File: src/rtl/ibex_lsu_lite.sv
// Load/store unit: turns one EX memory request into one or two aligned bus
// transactions and assembles the load result or error response.
module ibex_lsu_lite (
    input  logic        clk_i,
    input  logic        rst_ni,

    input  logic        lsu_req_i,
    input  logic        lsu_we_i,
    input  logic [1:0]  lsu_type_i,
    input  logic        lsu_sign_ext_i,
    input  logic [31:0] lsu_wdata_i,
    input  logic [31:0] adder_result_ex_i,
    output logic        lsu_req_done_o,

    output logic        data_req_o,
    input  logic        data_gnt_i,
    output logic [31:0] data_addr_o,
    output logic        data_we_o,
    output logic [3:0]  data_be_o,
    output logic [31:0] data_wdata_o,
    input  logic        data_rvalid_i,
    input  logic        data_err_i,
    input  logic [31:0] data_rdata_i,

    output logic [31:0] lsu_rdata_o,
    output logic        lsu_rdata_valid_o,
    output logic        lsu_resp_valid_o,
    output logic        lsu_resp_err_o,
    output logic        load_err_o,
    output logic        store_err_o,
    output logic        busy_o
);

    localparam int unsigned DW  = 32;
    localparam int unsigned BEW = 4;

    localparam logic [1:0] TYPE_HALF = 2'd1;
    localparam logic [1:0] TYPE_BYTE = 2'd2;

    typedef enum logic [2:0] {
        IDLE,
        WAIT_GNT_MIS,
        WAIT_RVALID_MIS,
        WAIT_GNT,
        WAIT_RVALID
    } state_e;

    state_e          state_q, state_d;
    logic [DW-1:0]   addr_q, addr_d;
    logic [1:0]      type_q, type_d;
    logic            we_q, we_d;
    logic            sign_q, sign_d;
    logic [DW-1:0]   rdata_q, rdata_d;
    logic            err_q, err_d;

    logic            req_c;
    logic            part2_c;
    logic            done_c;
    logic            resp_c;

    logic [DW-1:0]   cur_addr;
    logic [1:0]      cur_type;
    logic            cur_we;
    logic [1:0]      cur_off;
    logic [4:0]      shamt;
    logic [BEW-1:0]  size_mask;
    logic [2*BEW-1:0] be_ext;
    logic            cur_mis;
    logic [DW-1:0]   word_addr;
    logic [DW-1:0]   next_word_addr;
    logic [DW-1:0]   wdata_rot;
    logic [2*DW-1:0] rdata_cat;
    logic [DW-1:0]   raw;
    logic [DW-1:0]   load_val;
    logic            resp_err;

    // Attributes come straight from EX while idle, from the latched copy afterwards
    always_comb begin
        if (state_q == IDLE) begin
            cur_addr = adder_result_ex_i;
            cur_type = lsu_type_i;
            cur_we   = lsu_we_i;
        end else begin
            cur_addr = addr_q;
            cur_type = type_q;
            cur_we   = we_q;
        end
    end

    assign cur_off        = cur_addr[1:0];
    assign shamt          = {cur_off, 3'b000};
    assign word_addr      = {cur_addr[DW-1:2], 2'b00};
    assign next_word_addr = word_addr + DW'(4);

    // Byte lanes of the access spread over two words; upper nibble belongs to part 2
    always_comb begin
        size_mask = 4'b1111;
        if (cur_type == TYPE_HALF) begin
            size_mask = 4'b0011;
        end else if (cur_type == TYPE_BYTE) begin
            size_mask = 4'b0001;
        end
    end

    assign be_ext  = {4'b0000, size_mask} << cur_off;
    assign cur_mis = |be_ext[2*BEW-1:BEW];

    // Store data rotated so byte 0 lands on lane off; identical for both parts
    assign wdata_rot = DW'({lsu_wdata_i, lsu_wdata_i} >> (7'd32 - 7'(shamt)));

    // Load assembly: second word supplies the upper bytes of a split access
    always_comb begin
        if (cur_mis) begin
            rdata_cat = {data_rdata_i, rdata_q};
        end else begin
            rdata_cat = {32'h0000_0000, data_rdata_i};
        end
        raw = DW'(rdata_cat >> shamt);
    end

    // Sign or zero extension of sub-word loads
    always_comb begin
        load_val = raw;
        if (type_q == TYPE_HALF) begin
            load_val = sign_q ? {{16{raw[15]}}, raw[15:0]} : {16'h0000, raw[15:0]};
        end else if (type_q == TYPE_BYTE) begin
            load_val = sign_q ? {{24{raw[7]}}, raw[7:0]} : {24'h00_0000, raw[7:0]};
        end
    end

    // State and latched-attribute registers
    always_ff @(posedge clk_i or negedge rst_ni) begin
        if (!rst_ni) begin
            state_q <= IDLE;
            addr_q  <= '0;
            type_q  <= '0;
            we_q    <= 1'b0;
            sign_q  <= 1'b0;
            rdata_q <= '0;
            err_q   <= 1'b0;
        end else begin
            state_q <= state_d;
            addr_q  <= addr_d;
            type_q  <= type_d;
            we_q    <= we_d;
            sign_q  <= sign_d;
            rdata_q <= rdata_d;
            err_q   <= err_d;
        end
    end

    // Next-state logic and per-cycle bus/response controls
    always_comb begin
        state_d = state_q;
        addr_d  = addr_q;
        type_d  = type_q;
        we_d    = we_q;
        sign_d  = sign_q;
        rdata_d = rdata_q;
        err_d   = err_q;
        req_c   = 1'b0;
        part2_c = 1'b0;
        done_c  = 1'b0;
        resp_c  = 1'b0;

        case (state_q)
            IDLE: begin
                if (lsu_req_i) begin
                    req_c  = 1'b1;
                    addr_d = adder_result_ex_i;
                    type_d = lsu_type_i;
                    we_d   = lsu_we_i;
                    sign_d = lsu_sign_ext_i;
                    err_d  = 1'b0;
                    if (data_gnt_i) begin
                        state_d = cur_mis ? WAIT_RVALID_MIS : WAIT_RVALID;
                        done_c  = ~cur_mis;
                    end else begin
                        state_d = cur_mis ? WAIT_GNT_MIS : WAIT_GNT;
                    end
                end
            end

            WAIT_GNT_MIS: begin
                req_c = 1'b1;
                if (data_gnt_i) begin
                    state_d = WAIT_RVALID_MIS;
                end
            end

            WAIT_RVALID_MIS: begin
                if (data_rvalid_i) begin
                    rdata_d = data_rdata_i;
                    err_d   = err_q | data_err_i;
                    req_c   = 1'b1;
                    part2_c = 1'b1;
                    if (data_gnt_i) begin
                        state_d = WAIT_RVALID;
                        done_c  = 1'b1;
                    end else begin
                        state_d = WAIT_GNT;
                    end
                end
            end

            WAIT_GNT: begin
                req_c   = 1'b1;
                part2_c = cur_mis;
                if (data_gnt_i) begin
                    state_d = WAIT_RVALID;
                    done_c  = 1'b1;
                end
            end

            WAIT_RVALID: begin
                if (data_rvalid_i) begin
                    resp_c  = 1'b1;
                    state_d = IDLE;
                end
            end

            default: begin
                state_d = IDLE;
            end
        endcase
    end

    // Bus side: qualified by reset so nothing leaks out while rst_ni is low
    always_comb begin
        data_req_o     = req_c & rst_ni;
        lsu_req_done_o = done_c & rst_ni;
        data_addr_o    = '0;
        data_we_o      = 1'b0;
        data_be_o      = '0;
        data_wdata_o   = '0;
        if (data_req_o) begin
            data_addr_o  = part2_c ? next_word_addr : word_addr;
            data_we_o    = cur_we;
            data_be_o    = part2_c ? be_ext[2*BEW-1:BEW] : be_ext[BEW-1:0];
            data_wdata_o = wdata_rot;
        end
    end

    // Writeback side: one response pulse in the final rvalid cycle
    always_comb begin
        resp_err          = resp_c & (err_q | data_err_i);
        lsu_resp_valid_o  = resp_c;
        lsu_resp_err_o    = resp_err;
        lsu_rdata_valid_o = resp_c & ~we_q & ~resp_err;
        load_err_o        = resp_err & ~we_q;
        store_err_o       = resp_err & we_q;
        lsu_rdata_o       = resp_c ? load_val : '0;
    end

    assign busy_o = (state_q != IDLE);

endmodule

File: config.mk
export PLATFORM = sky130hd
export DESIGN_NAME = ibex_lsu_lite
export DESIGN_NICKNAME = d
export VERILOG_FILES = /design/src/rtl/ibex_lsu_lite.sv
export SDC_FILE = /design/constraint.sdc
export NUM_CORES = 1
export LEC_CHECK = 0
export ABC_CLOCK_PERIOD_IN_PS = 10400
export BUFFER_PORTS_ARGS = -buffer_cell sky130_fd_sc_hd__clkbuf_2
export CAP_MARGIN = 40
export CELL_PAD_IN_SITES_DETAIL_PLACEMENT = 0
export CELL_PAD_IN_SITES_GLOBAL_PLACEMENT = 2
export CORE_MARGIN = 2
export CORE_UTILIZATION = 32
export DETAILED_ROUTE_END_ITERATION = 10
export GPL_TIMING_DRIVEN = 0
export PLACE_DENSITY = 0.9
export SETUP_SLACK_MARGIN = 0.3
export SYNTH_ARGS = -nofsm -noshare
export SYNTH_HDL_FRONTEND = slang
export SYNTH_SLANG_ARGS = --single-unit
File: constraint.sdc
create_clock -name clk_i -period 10.4 [get_ports clk_i]
set_input_delay 0.52 -clock clk_i [delete_from_list [all_inputs] [get_ports clk_i]]
set_output_delay 0.52 -clock clk_i [all_outputs]
set_load 0.005 [all_outputs]
### Yosys cells after proc, flatten, opt, wreduce, memory -nomap -nowiden

Index checks and enable logic that the tools add are counted.

* bits of input ports: 106
* register bits after elaboration: 72

* add/subtract/negate cells: 2
* bitwise logic cells: 11
* equality and inequality tests: 13
* shift operators: 3
* mux-type cells: 40
* reductions and logical operators: 9

Operators with widths (count)
* 32-bit two-way mux: 9
* 64-bit two-way mux: 1
* 64-bit by 5-bit >> shifter with 32-bit output: 1
* 64-bit by 7-bit >> shifter with 32-bit output: 1
* 32-bit by 3-bit adder with 32-bit output, second input constant: 1
* 3-bit two-way mux: 8
* 4-bit two-way mux: 4
* 3-bit one-hot mux with 5 select lines: 1
* 1-bit two-way mux: 11
* 2-bit != test, second input constant: 5
* 4-bit by 2-bit << shifter with 8-bit output: 1
* 1-bit AND: 7
* 6-bit by 5-bit subtractor with 7-bit output, first input constant: 1
* 3-bit by 2-bit equality test with 1-bit output, second input constant: 2
* 1-bit one-hot mux with 3 select lines: 2
* 5-bit AND reduction: 1
* 2-bit by 1-bit equality test with 1-bit output, second input constant: 2
* 2-bit equality test, second input constant: 2
* 2-bit two-way mux: 2
* 1-bit one-hot mux with 2 select lines: 2
* 2-bit AND reduction: 2
* 4-bit OR reduction: 1
* 3-bit by 1-bit equality test with 1-bit output, second input constant: 1
* 3-bit equality test, second input constant: 1
* other kinds (7): 9

### Logic depth before layout (Yosys ltp)

Gate-level depths: netlist of the first run.

* word-level depth: 13
* gate-level depth with buffers: 17

### Least setup slack after synthesis of the first run

Ideal clock, no wire load.

* kind: register to output
* start: register state_q[2]
* end: output data_addr_o[28]
* path buffers: 6
* arrival time: 3.875 ns
* stages on the path, launching flop included: 17
* path slack: 6.005 ns
* cell sequence: dfrtp_1 buf_6 nor3_4 inv_2 buf_6 buf_2 buf_1 buf_2 mux2i_1 ha_1 o21ai_1 a311oi_2 nand3_2 or4_1 buf_2 o21a_1 nor3_1

* longest elaborated chain between the ends: 10
* elaborated cells on any way between the ends: 19

RTL lines
* start, declared: line 48 `state_e state_q, state_d;`
* start signal, assigned: line 142 `state_q <= state_d;`
* 3-bit zero test: line 79, 166
* 2-bit two-way mux: line 79 `if (state_q == IDLE) begin`
* 2-bit equality test: line 100 `end else if (cur_type == TYPE_BYTE) begin`
* 4-bit two-way mux: line 100
* 4-bit two-way mux: line 98 `if (cur_type == TYPE_HALF) begin`
* 4-bit by 2-bit << shifter with 8-bit output: line 105 `assign be_ext = {4'b0000, size_mask} << cur_off;`
* 4-bit OR reduction: line 106 `assign cur_mis = |be_ext[2*BEW-1:BEW];`
* 1-bit one-hot mux with 2 select lines: line 166 `case (state_q)`
* 32-bit two-way mux: line 237 `data_addr_o = part2_c ? next_word_addr : word_addr;`
* 32-bit two-way mux (*): line 236 `if (data_req_o) begin`
* end, declared: line 17 `output logic [31:0] data_addr_o,`

Mark *: on every way between the ends. The rest lies on a longest branch, timed or not.

### Worst setup path in the final report of the first run

* start: register state_q[2]
* end: output lsu_rdata_o[23]

* longest elaborated chain between the ends: 13
* elaborated cells on any way between the ends: 18

RTL lines
* 3-bit zero test: line 79
* 2-bit two-way mux: line 79
* 2-bit equality test: line 100
* 4-bit two-way mux: line 100
* 4-bit two-way mux: line 98
* 4-bit by 2-bit << shifter with 8-bit output: line 105
* 4-bit OR reduction: line 106
* 64-bit two-way mux: line 113 `if (cur_mis) begin`
* 64-bit by 5-bit >> shifter with 32-bit output: line 118 `raw = DW'(rdata_cat >> shamt);`
* 32-bit two-way mux: line 127 `load_val = sign_q ? {{24{raw[7]}}, raw[7:0]} : {24'h00_0000, raw[7:0]};`
* 32-bit two-way mux: line 126 `end else if (type_q == TYPE_BYTE) begin`
* 32-bit two-way mux: line 124 `if (type_q == TYPE_HALF) begin`
* 32-bit two-way mux (*): line 252 `lsu_rdata_o = resp_c ? load_val : '0;`
* end, declared: line 25 `output logic [31:0] lsu_rdata_o,`

Marked as above.

==> flow_summary_export.csv, run 1 <==
group,metric,value,unit
critical_path,cp.required,9.88,ns
logic_synthesis,synth_ff_type,"dfrtp_1",
clock_tree,cts_tree,"built",
power,intPower,1.73,mW
finish,fillCellCount,2271,
logic_synthesis,yosysTopAreaCellShare,25.7,%
routing,routed_wl,28.6,mm
floorplanning,fp-row-count,54,
logic_synthesis,ys_top_cells_by_area,"dfrtp_1 (26%), mux2_2 (12%), mux2i_1 (8.8%)",
timing,slew_violations,0,
logic_synthesis,ys_ff_latch,72,
run_status,outcome,"finished, final reports clean",
finish,n_antenna_cell,0,
logic_synthesis,syn_area,7020,sq um
routing,drtPass1Iterations,6,
critical_path,r2r_end,"state_q[1]",
global_routing,grt_overflow,0,
finish,area_delta_synth_final,25.1,%
logic_synthesis,synthCells,844,
critical_path,end_kind,"primary output",
place,dp_slack,4.64,ns
clock_tree,clkTransAtPathRegs,0.06,ns
timing,period_minus_slack,6.19,ns
floorplanning,io_pins,215,
clock_tree,postCtsHoldBufs,0,
logic_synthesis,yosysMostFrequentCell,"nand2_1",
critical_path,start_kind,"flop",
finish,drive_above_1_share,33.6,%
clock_tree,postCtsSetupBuffers,0,
clock_tree,cts.repair.resized,0,
logic_synthesis,async_flop_share,100,%
floorplanning,die_w,152,um
routing,drc,0,
power,power_leakage,4.04,nW
routing,drt_iter0_markers,453,
power,clock_power_share,8.8,%
routing,top_layer,"met5",
timing,setup_viol,0,
clock_tree,root_buffer,"clkbuf_16",
critical_path,rr_startpoint,"state_q[2]",
routing,route.met3.wl,2.30,mm
logic_synthesis,synth_common_cells,"nand2_1 (100), nor2_1 (77), mux2_2 (75)",
timing,skew,0.00851,ns
logic_synthesis,syn_area_per_cell,8.32,sq um
routing,dr_total_vias,7698,
place,hpwl,21.5,mm
floorplanning,die_h,152,um
routing,drt-vias-per-instance,5.68,
routing,ant_nets,0,
finish,fin_nets,1180,
routing,route.met2.wl,13.5,mm
timing,rsz0062_at_grt,"false",
routing,wl_per_cell,21.1,um
power,pwr-share-seq,14.7,%
timing,finalHoldViolCount,0,
clock_tree,cts_sinks,72,
logic_synthesis,ys.warnings.count,0,
power,cellPowerDensity,420,nW/um^2
timing,worstMarginPinSlew,0.952,ns
timing,timing.final.crit_share,59.5,%
global_routing,grt_pass1_wl,44.8,mm
floorplanning,die_area,23100,sq um
critical_path,crit_type,"reg -> out",
critical_path,arrival,5.67,ns
clock_tree,numCtsBuffers,9,
finish,fin_util,40.5,%
logic_synthesis,synth.largest_area_cell,"dfrtp_1",
hold_path,hp-class,"in -> async",
power,swShare,53.1,%
global_routing,grt_pass1_vias,7817,
global_routing,grt_max_degree,51,
power,ir_worst_vdd,163,uV
place,port_buffers,212,
logic_synthesis,yosysSeqAreaShare,25.7,%
clock_tree,clock_latency,0.34,ns
floorplanning,start_util,32.4,%
timing,slew_headroom,36.0,%
flow_run,maxCapViolations,0,
logic_synthesis,synth_edf_count,0,
finish,seq_area,1800,sq um
critical_path,r2r_cells,14,
clock_tree,clock_path_buffers,2,
timing,tns,0,ns
timing,holdWs,0.117,ns
power,p_comb_share,76.5,%
global_routing,track_usage,24.4,%
floorplanning,core_area,21700,sq um
global_routing,antenna_found_initial,3,
finish,multi_input_comb_area,4850,sq um
timing,setup_ws,4.21,ns
clock_tree,h-tree-depth,3,
routing,wl_met1,12.2,mm
power,p_switching,1.95,mW
timing,fmax,162,MHz
critical_path,worst-r2r-setup-slack,5.84,ns
place,place_congestion,0.869,
logic_synthesis,yosysUniqueCellTypes,69,
critical_path,cp_max_fo,10,
## through the flow
step                instances  total power, mW  cell area (sq um)
finish                   1355             3.68               8780
global route             1355             3.96               8780
CTS                      1355             3.66               8780
detailed placement       1339             3.31               8470
global placement         1337             3.30               8440
floorplan                 845             2.45               7020
## per-layer routing
layer,global-route usage [%],vias up
met5,0,-
met1,32.2,3750
met2,40.3,357
met4,7.03,4
li1,-,3549
met3,5.33,38
## cells in the final DEF (no fill, tap or decap), types with 6 or more instances in the layout
cell type / n
buf_1: 8
mux2_2: 75
buf_4: 7
dfrtp_1: 72
inv_1: 9
nor2_1: 77
o21ai_0: 44
a311oi_1: 8
a31oi_1: 7
clkbuf_1: 41
buf_2: 12
clkbuf_2: 211
a211oi_1: 6
nand3_1: 33
a21oi_1: 55
o211ai_1: 16
xnor2_1: 6
nor2b_1: 14
mux2i_1: 62
clkbuf_16: 9
and3_1: 19
a22oi_1: 8
nand2_1: 100
xor2_1: 17
mux4_2: 14
nor3_1: 36
inv_2: 6
o22a_1: 8
o2111a_1: 7
o21a_1: 9
## cells by family (layout without fill, tap and decap cells)
group | after synthesis | after routing | synth area share (%)
AOI/OAI and AO/OA | 197 | 197 | 18.8
and+or+nand+nor | 312 | 312 | 21.3
DFF | 72 | 72 | 25.7
muxes | 151 | 151 | 25.4
adders and majority gates | 4 | 4 | 0.713
buffers and inverters | 84 | 314 | 5.24
other | 1 | 2 | 0.0534
xor gates and xnor gates | 23 | 23 | 2.87
## state kept, by name, summed over array words and instances, names as in the netlist
signal,cells
type_q,2
state_q,3
we_q,1
addr_q,32
rdata_q,32
sign_q,1
err_q,1
## critical path, cell delays in order, from the launching register on
cell and delay (ns):
dfrtp_1 0.37, buf_6 0.14, nor3_4 0.43, clkbuf_1 0.51, clkbuf_1 0.44, clkbuf_1 0.47
o21ai_0 0.15, ha_1 0.47, o21ai_1 0.18, and3_1 0.26, clkbuf_1 0.28, a2111oi_2 0.52
o311ai_1 0.19, o22ai_2 0.39, buf_4 0.29, a21oi_1 0.08, clkbuf_2 0.15
## cell type report
class	count	area share, %
repair buffers	214	12.5
clock buffers	10	2.72
multi-input cells	689	55.3
flip-flops and latches	72	20.5
clock inverters	6	0.770
well taps	280	3.99
plain buffers	69	3.55
inverters	15	0.641
## how the worst max path moves through the flow
| stage | slack [ns] | end | startpoint | cells after the start |
|---|---|---|---|---|
| after floorplan | 6.00 | data_addr_o[28] | state_q[2] | 16 |
| after global placement | 4.58 | lsu_rdata_o[23] | state_q[2] | 16 |
| after detailed placement | 4.64 | lsu_rdata_o[23] | state_q[2] | 16 |
| after CTS | 4.25 | lsu_rdata_o[23] | state_q[2] | 16 |
| after global routing | 3.79 | lsu_rdata_o[15] | state_q[2] | 14 |
| final | 4.21 | lsu_rdata_o[23] | state_q[2] | 16 |
## power groups by stage
stage	registers [mW]	logic, mW	clock network [mW]
after floorplan	0.509	1.94	0
final	0.541	2.82	0.326
after global placement	0.538	2.76	0
after CTS	0.539	2.78	0.335
after global routing	0.562	3.05	0.348
after detailed placement	0.543	2.77	0
Power figures use the tool's default switching activity.
==> run 2: changes to the inputs <==
--- a/config.mk
+++ b/config.mk
@@ -5,16 +5,16 @@
 export SDC_FILE = /design/constraint.sdc
 export NUM_CORES = 1
 export LEC_CHECK = 0
-export ABC_CLOCK_PERIOD_IN_PS = 10400
+export ABC_CLOCK_PERIOD_IN_PS = 5000
 export BUFFER_PORTS_ARGS = -buffer_cell sky130_fd_sc_hd__clkbuf_2
 export CAP_MARGIN = 40
 export CELL_PAD_IN_SITES_DETAIL_PLACEMENT = 0
 export CELL_PAD_IN_SITES_GLOBAL_PLACEMENT = 2
 export CORE_MARGIN = 2
-export CORE_UTILIZATION = 32
+export CORE_UTILIZATION = 27
 export DETAILED_ROUTE_END_ITERATION = 10
 export GPL_TIMING_DRIVEN = 0
-export PLACE_DENSITY = 0.9
+export PLACE_DENSITY = 0.82
 export SETUP_SLACK_MARGIN = 0.3
 export SYNTH_ARGS = -nofsm -noshare
 export SYNTH_HDL_FRONTEND = slang
==> constraint.sdc (replaced) <==
create_clock -name clk_i -period 5 [get_ports clk_i]
set_input_delay 0.25 -clock clk_i [delete_from_list [all_inputs] [get_ports clk_i]]
set_output_delay 0.25 -clock clk_i [all_outputs]
set_load 0.005 [all_outputs]
==> run 2 against run 1 <==
Effect of this change: die area up 18%; core utilization down 4.5 points; design area rose by 5.5%; sequential cell count did not move; largest power group unchanged; first-iteration DRC count increased by 5.3%; non-clock buffer count rose by 21; worst setup slack got worse by 3.8 ns.
==> flow_summary_export.csv, run 2 (synthesis gave the netlist of run 1 again) <==
group,metric,value,unit
run_status,outcome,"finished, final reports clean",
timing,slew_violations,0,
routing,routed_wl,30.3,mm
global_routing,antenna_found_initial,3,
power,power_leakage,4.27,nW
timing,worstMarginPinSlew,0.893,ns
critical_path,path_cells,"buf_6, nor3_4, inv_4, buf_8, buf_6, buf_8, buf_6, mux2i_1, ha_2, o21ai_2, a311oi_2, buf_4, nand3_4, or4_4, buf_4, o21a_1, nor3_2, clkbuf_2",
global_routing,grt_max_degree,50,
critical_path,cp.required,4.75,ns
place,dp_slack,-0.527,ns
clock_tree,clock_path_buffers,2,
global_routing,grt_pass1_vias,7609,
finish,final_area,9260,sq um
routing,drt_iter0_markers,477,
routing,wl_per_cell,21.2,um
finish,area_delta_synth_final,31.9,%
critical_path,crit_type,"reg -> out",
routing,drc,0,
critical_path,crit_slowest_cell,"or4_4",
power,ir_worst_vdd,364,uV
floorplanning,core_area,25800,sq um
clock_tree,root_buffer,"clkbuf_16",
clock_tree,h-tree-depth,3,
place,placed_area,8560,sq um
critical_path,path_common_cell,"buf_6",
timing,skew,0.00655,ns
power,intPower,4.07,mW
floorplanning,start_util,27.2,%
finish,post_layout_nonfiller_instances,1433,
hold_path,hp-class,"in -> reg",
critical_path,cp_max_fo,10,
critical_path,worst-r2r-setup-slack,1.61,ns
global_routing,grt_overflow,0,
global_routing,grt_pass1_wl,44.6,mm
power,p_comb_share,77.6,%
finish,fin_nets,1201,
timing,rsz0062_at_grt,"true",
timing,setup_viol,0,
routing,dr_total_vias,7673,
power,swShare,51.3,%
timing,setup_ws,0.416,ns
power,clock_power_share,8.8,%
place,place_congestion,0.842,
floorplanning,die_w,165,um
finish,fin_util,35.9,%
global_routing,track_usage,21.8,%
timing,slew_headroom,40.2,%
clock_tree,clock_latency,0.35,ns
critical_path,start_kind,"flop",
critical_path,critPathTopFamily,"buffers and inverters",
timing,period_minus_slack,4.58,ns
routing,drtPass1Iterations,8,
critical_path,end_kind,"primary output",
power,p_switching,4.29,mW
clock_tree,cts_tree,"built",
finish,drive_above_1_share,37.2,%
clock_tree,cts_sinks,72,
finish,top_regs,"addr_q x32, rdata_q x32, state_q x3",
floorplanning,die_area,27300,sq um
critical_path,arrival,4.33,ns
place,dp_cells,1396,
finish,final_cell_mix,"clkbuf_2 (217), nand2_1 (100), mux2_2 (75), nor2_1 (75), dfrtp_1 (72)",
clock_tree,numCtsBuffers,9,
place,hpwl,22.5,mm
power,pwr-share-seq,13.6,%
clock_tree,clkTransAtPathRegs,0.06,ns
routing,ant_nets,0,
timing,timing.final.crit_share,91.7,%
power,cellPowerDensity,902,nW/um^2
place,port_buffers,212,
flow_run,maxCapViolations,0,
critical_path,crit_buf_inv,9,
floorplanning,fp-row-count,59,
floorplanning,io_pins,215,
routing,drt-vias-per-instance,5.35,
finish,final_common_cell,"clkbuf_2",
critical_path,critical_path.max_stage_delay,0.55,ns
floorplanning,die_h,165,um
timing,fmax,218,MHz
timing,finalHoldViolCount,0,
## run 2: cell count changes in the layout (fill, tap and decap cells not counted), moves of 5 or more
| cell | change |
|---|---|
| buf_4 | +17 |
| clkbuf_1 | -12 |
| clkbuf_2 | +6 |
| clkbuf_4 | +5 |
## run 2: timing repair
item                                   CTS  global route
setup endpoints to repair               93            71
resized for setup                       26            40
setup buffers                            9             8
pin swaps                                6             5
endpoints found under the hold margin   23             0
hold buffers                             1             0
gates cloned                             0             1
## run 2: worst paths after layout
kind,startpoint,to,cells past startpoint
min reg2reg,addr_q[11],addr_q[11],1
min in group asynchronous,rst_ni,rdata_q[26],2
min,lsu_type_i[1],type_q[1],3
max in group asynchronous,rst_ni,addr_q[28],3
max,state_q[2],data_addr_o[28],18
max reg2reg,state_q[2],state_q[1],16
## run 2: per-stage QoR
stage	TNS (ns)	power [mW]	hold WS, ns
CTS	0	7.94	0.118
global route	0	8.94	0.140
floorplan	0	5.09	-0.0456
detailed placement	-15.42	6.99	0.226
finish	0	8.35	0.135
global placement	-18.93	6.96	0.483
## run 2: area by class of cell
| type | count | area [sq um] |
|---|---|---|
| inverter | 15 | 58.8 |
| fill | 2750 | 16500 |
| tap | 335 | 419 |
| multi-input combinational | 689 | 4950 |
| sequential | 72 | 1800 |
| timing repair buffer | 235 | 1290 |
| clock inverter | 5 | 78.8 |
| buffer | 69 | 403 |
| antenna | 2 | 5.00 |
| clock buffer | 11 | 253 |
## run 2: metal layers
layer / part of all wire (%) / GRT usage [%] / wire [um] / up-vias
met1: 44 / 28.5 / 13200 / 3714
met5: 0.053 / 0 / 16 / -
met4: 2.1 / 7.15 / 646 / 2
met3: 7.2 / 4.42 / 2190 / 39
met2: 47 / 35.8 / 14300 / 311
li1: - / - / - / 3607
## run 2: worst min-delay path, stage by stage
cell and delay (ns):
clkbuf_2 0.09, nand2_1 0.04, o21ai_0 0.06
## run 2: power groups by stage
| stage | combinational [mW] | clock [mW] | sequential (mW) |
|---|---|---|---|
| 3_5_place_dp | 5.86 | 0 | 1.14 |
| 6_report | 6.48 | 0.737 | 1.13 |
| 4_1_cts | 6.05 | 0.754 | 1.13 |
| 3_3_place_gp | 5.84 | 0 | 1.12 |
| 2_1_floorplan | 4.03 | 0 | 1.06 |
| 5_1_grt | 6.98 | 0.780 | 1.18 |
==> run 3: changes to the inputs <==
--- a/config.mk
+++ b/config.mk
@@ -15,6 +15,7 @@
 export DETAILED_ROUTE_END_ITERATION = 10
 export GPL_TIMING_DRIVEN = 0
 export PLACE_DENSITY = 0.82
+export RECOVER_POWER = 25
 export SETUP_SLACK_MARGIN = 0.3
 export SYNTH_ARGS = -nofsm -noshare
 export SYNTH_HDL_FRONTEND = slang
==> run 3 against run 2 <==
Effect of this change: the flow now finishes with violations (max-capacitance violations, max-slew violations); sequential share of layout area is essentially flat; clock skew did not move; worst hold slack stayed put; die area did not move; combinational power about the same; via count is the same; sequential power about the same; highest routed layer unchanged.
==> flow_summary_export.csv, run 3 (synthesis gave the netlist of run 1 again) <==
group,metric,value,unit
timing,tns,0,ns
routing,wl_met1,13.2,mm
global_routing,grt_pass1_wl,44.6,mm
routing,wl_per_cell,21.2,um
finish,fin_nets,1201,
routing,ant_nets,0,
place,dp_slack,-0.527,ns
finish,fillCellCount,2752,
finish,final_common_cell,"clkbuf_2",
critical_path,critical_path.max_stage_delay,0.55,ns
routing,route.met3.wl,2.19,mm
timing,period_minus_slack,4.58,ns
clock_tree,cts_tree,"built",
global_routing,antenna_found_initial,3,
critical_path,path_common_cell,"buf_6",
floorplanning,die_area,27300,sq um
timing,slew_headroom,-1.99,%
place,port_buffers,212,
routing,route.met2.wl,14.3,mm
routing,routed_wl,30.3,mm
finish,final_area,9260,sq um
finish,area_delta_synth_final,31.8,%
timing,fmax,218,MHz
global_routing,track_usage,21.8,%
flow_run,maxCapViolations,1,
finish,final_cell_mix,"clkbuf_2 (217), nand2_1 (100), mux2_2 (75), nor2_1 (75), dfrtp_1 (72)",
timing,skew,0.00655,ns
floorplanning,fp-row-count,59,
timing,worstMarginPinSlew,1.53,ns
clock_tree,clock_latency,0.35,ns
floorplanning,die_w,165,um
place,placed_area,8560,sq um
hold_path,hp-class,"in -> reg",
floorplanning,io_pins,215,
timing,setup_viol,0,
run_status,outcome,"finished, violations left",
clock_tree,cts_sinks,72,
power,power_leakage,4.26,nW
routing,drtPass1Iterations,8,
critical_path,crit_type,"reg -> out",
routing,drt_iter0_markers,477,
global_routing,grt_max_degree,50,
clock_tree,clkTransAtPathRegs,0.06,ns
critical_path,path_cells,"buf_6, nor3_4, inv_4, buf_8, buf_6, buf_8, buf_6, mux2i_1, ha_2, o21ai_2, a311oi_2, buf_4, nand3_4, or4_4, buf_4, o21a_1, nor3_2, clkbuf_2",
timing,timing.final.crit_share,91.7,%
clock_tree,numCtsBuffers,9,
routing,top_layer,"met5",
global_routing,grt_pass1_vias,7609,
critical_path,cp.required,4.75,ns
power,cellPowerDensity,903,nW/um^2
critical_path,arrival,4.33,ns
global_routing,grt_overflow,0,
clock_tree,h-tree-depth,3,
finish,drive_above_1_share,37.1,%
finish,top_regs,"addr_q x32, rdata_q x32, state_q x3",
critical_path,crit_slowest_cell,"or4_4",
timing,setup_ws,0.416,ns
place,hpwl,22.5,mm
clock_tree,clock_path_buffers,2,
critical_path,end_kind,"primary output",
critical_path,cp_max_fo,10,
routing,drc,0,
floorplanning,start_util,27.2,%
clock_tree,root_buffer,"clkbuf_16",
timing,finalHoldViolCount,0,
routing,dr_total_vias,7673,
place,place_congestion,0.842,
run_status,violations,"max-capacitance violations, max-slew violations",
power,ir_worst_vdd,364,uV
critical_path,start_kind,"flop",
place,dp_cells,1396,
floorplanning,core_area,25800,sq um
floorplanning,die_h,165,um
finish,post_layout_nonfiller_instances,1433,
routing,drt-vias-per-instance,5.35,
timing,slew_violations,25,
power,p_total,8.35,mW
timing,rsz0062_at_grt,"true",
run 3: changes by cell type in the layout (fill, tap and decap cells not counted):
cell | before | now
clkbuf_1 | 29 | 30
clkbuf_4 | 6 | 5
run 3: routing by layer:
layer / track usage, % / up-vias
li1: - / 3607
met5: 0 / -
met1: 28.5 / 3714
met3: 4.42 / 39
met2: 35.8 / 311
met4: 7.15 / 2
run 3: power by group:
group          switching (mW)  total [mW]  internal (mW)
sequential              0.251        1.13          0.884
clock                   0.274       0.737          0.464
combinational            3.76        6.48           2.72
run 3: what timing repair did:
| item | in CTS | in global routing |
|---|---|---|
| pin swaps | 6 | 5 |
| resized for setup | 26 | 40 |
| hold buffers | 1 | 0 |
| setup buffers | 9 | 8 |
| endpoints found under the setup margin | 93 | 71 |
| cloned | 0 | 1 |
| hold endpoints to repair | 23 | 0 |
run 3: layout make-up:
cell class | instances | area [sq um] | share of cell area, %
Timing Repair Buffer | 235 | 1280 | 13.9
Multi-Input combinational cell | 689 | 4950 | 53.5
Sequential cell | 72 | 1800 | 19.5
Inverter | 15 | 58.8 | 0.635
Buffer | 69 | 403 | 4.35
Tap cell | 335 | 419 | 4.53
Clock buffer | 11 | 253 | 2.73
Clock inverter | 5 | 78.8 | 0.852
Antenna cell | 2 | 5.00 | 0.0541
run 3: per-stage QoR:
stage	utilization (%)	hold WS [ns]
after floorplan	-	-0.0456
after global placement	33.0	0.483
after detailed placement	33.2	0.226
after CTS	35.1	0.118
after global routing	35.9	0.140
final	35.9	0.135
run 3: path summary, 6_finish.rpt:
kind / startpoint / to / slack (ns) / cells after the start
hold / removal: lsu_type_i[1] / type_q[1] / 0.14 / 3
max in group asynchronous: rst_ni / addr_q[28] / 3.23 / 3
min in group asynchronous: rst_ni / rdata_q[26] / 0.81 / 2
setup reg to reg: state_q[2] / state_q[1] / 1.61 / 16
setup / recovery: state_q[2] / data_addr_o[28] / 0.42 / 18
hold reg to reg: addr_q[11] / addr_q[11] / 0.50 / 1
run 3: worst max-delay path, delay by kind of cell, from the launching register on:
family	cells	cell delay, ns
fa+ha+maj	1	0.38
compound gates	3	0.57
simple gates	4	1.18
flops	1	0.37
buf+inv	9	1.35
mux	1	0.12
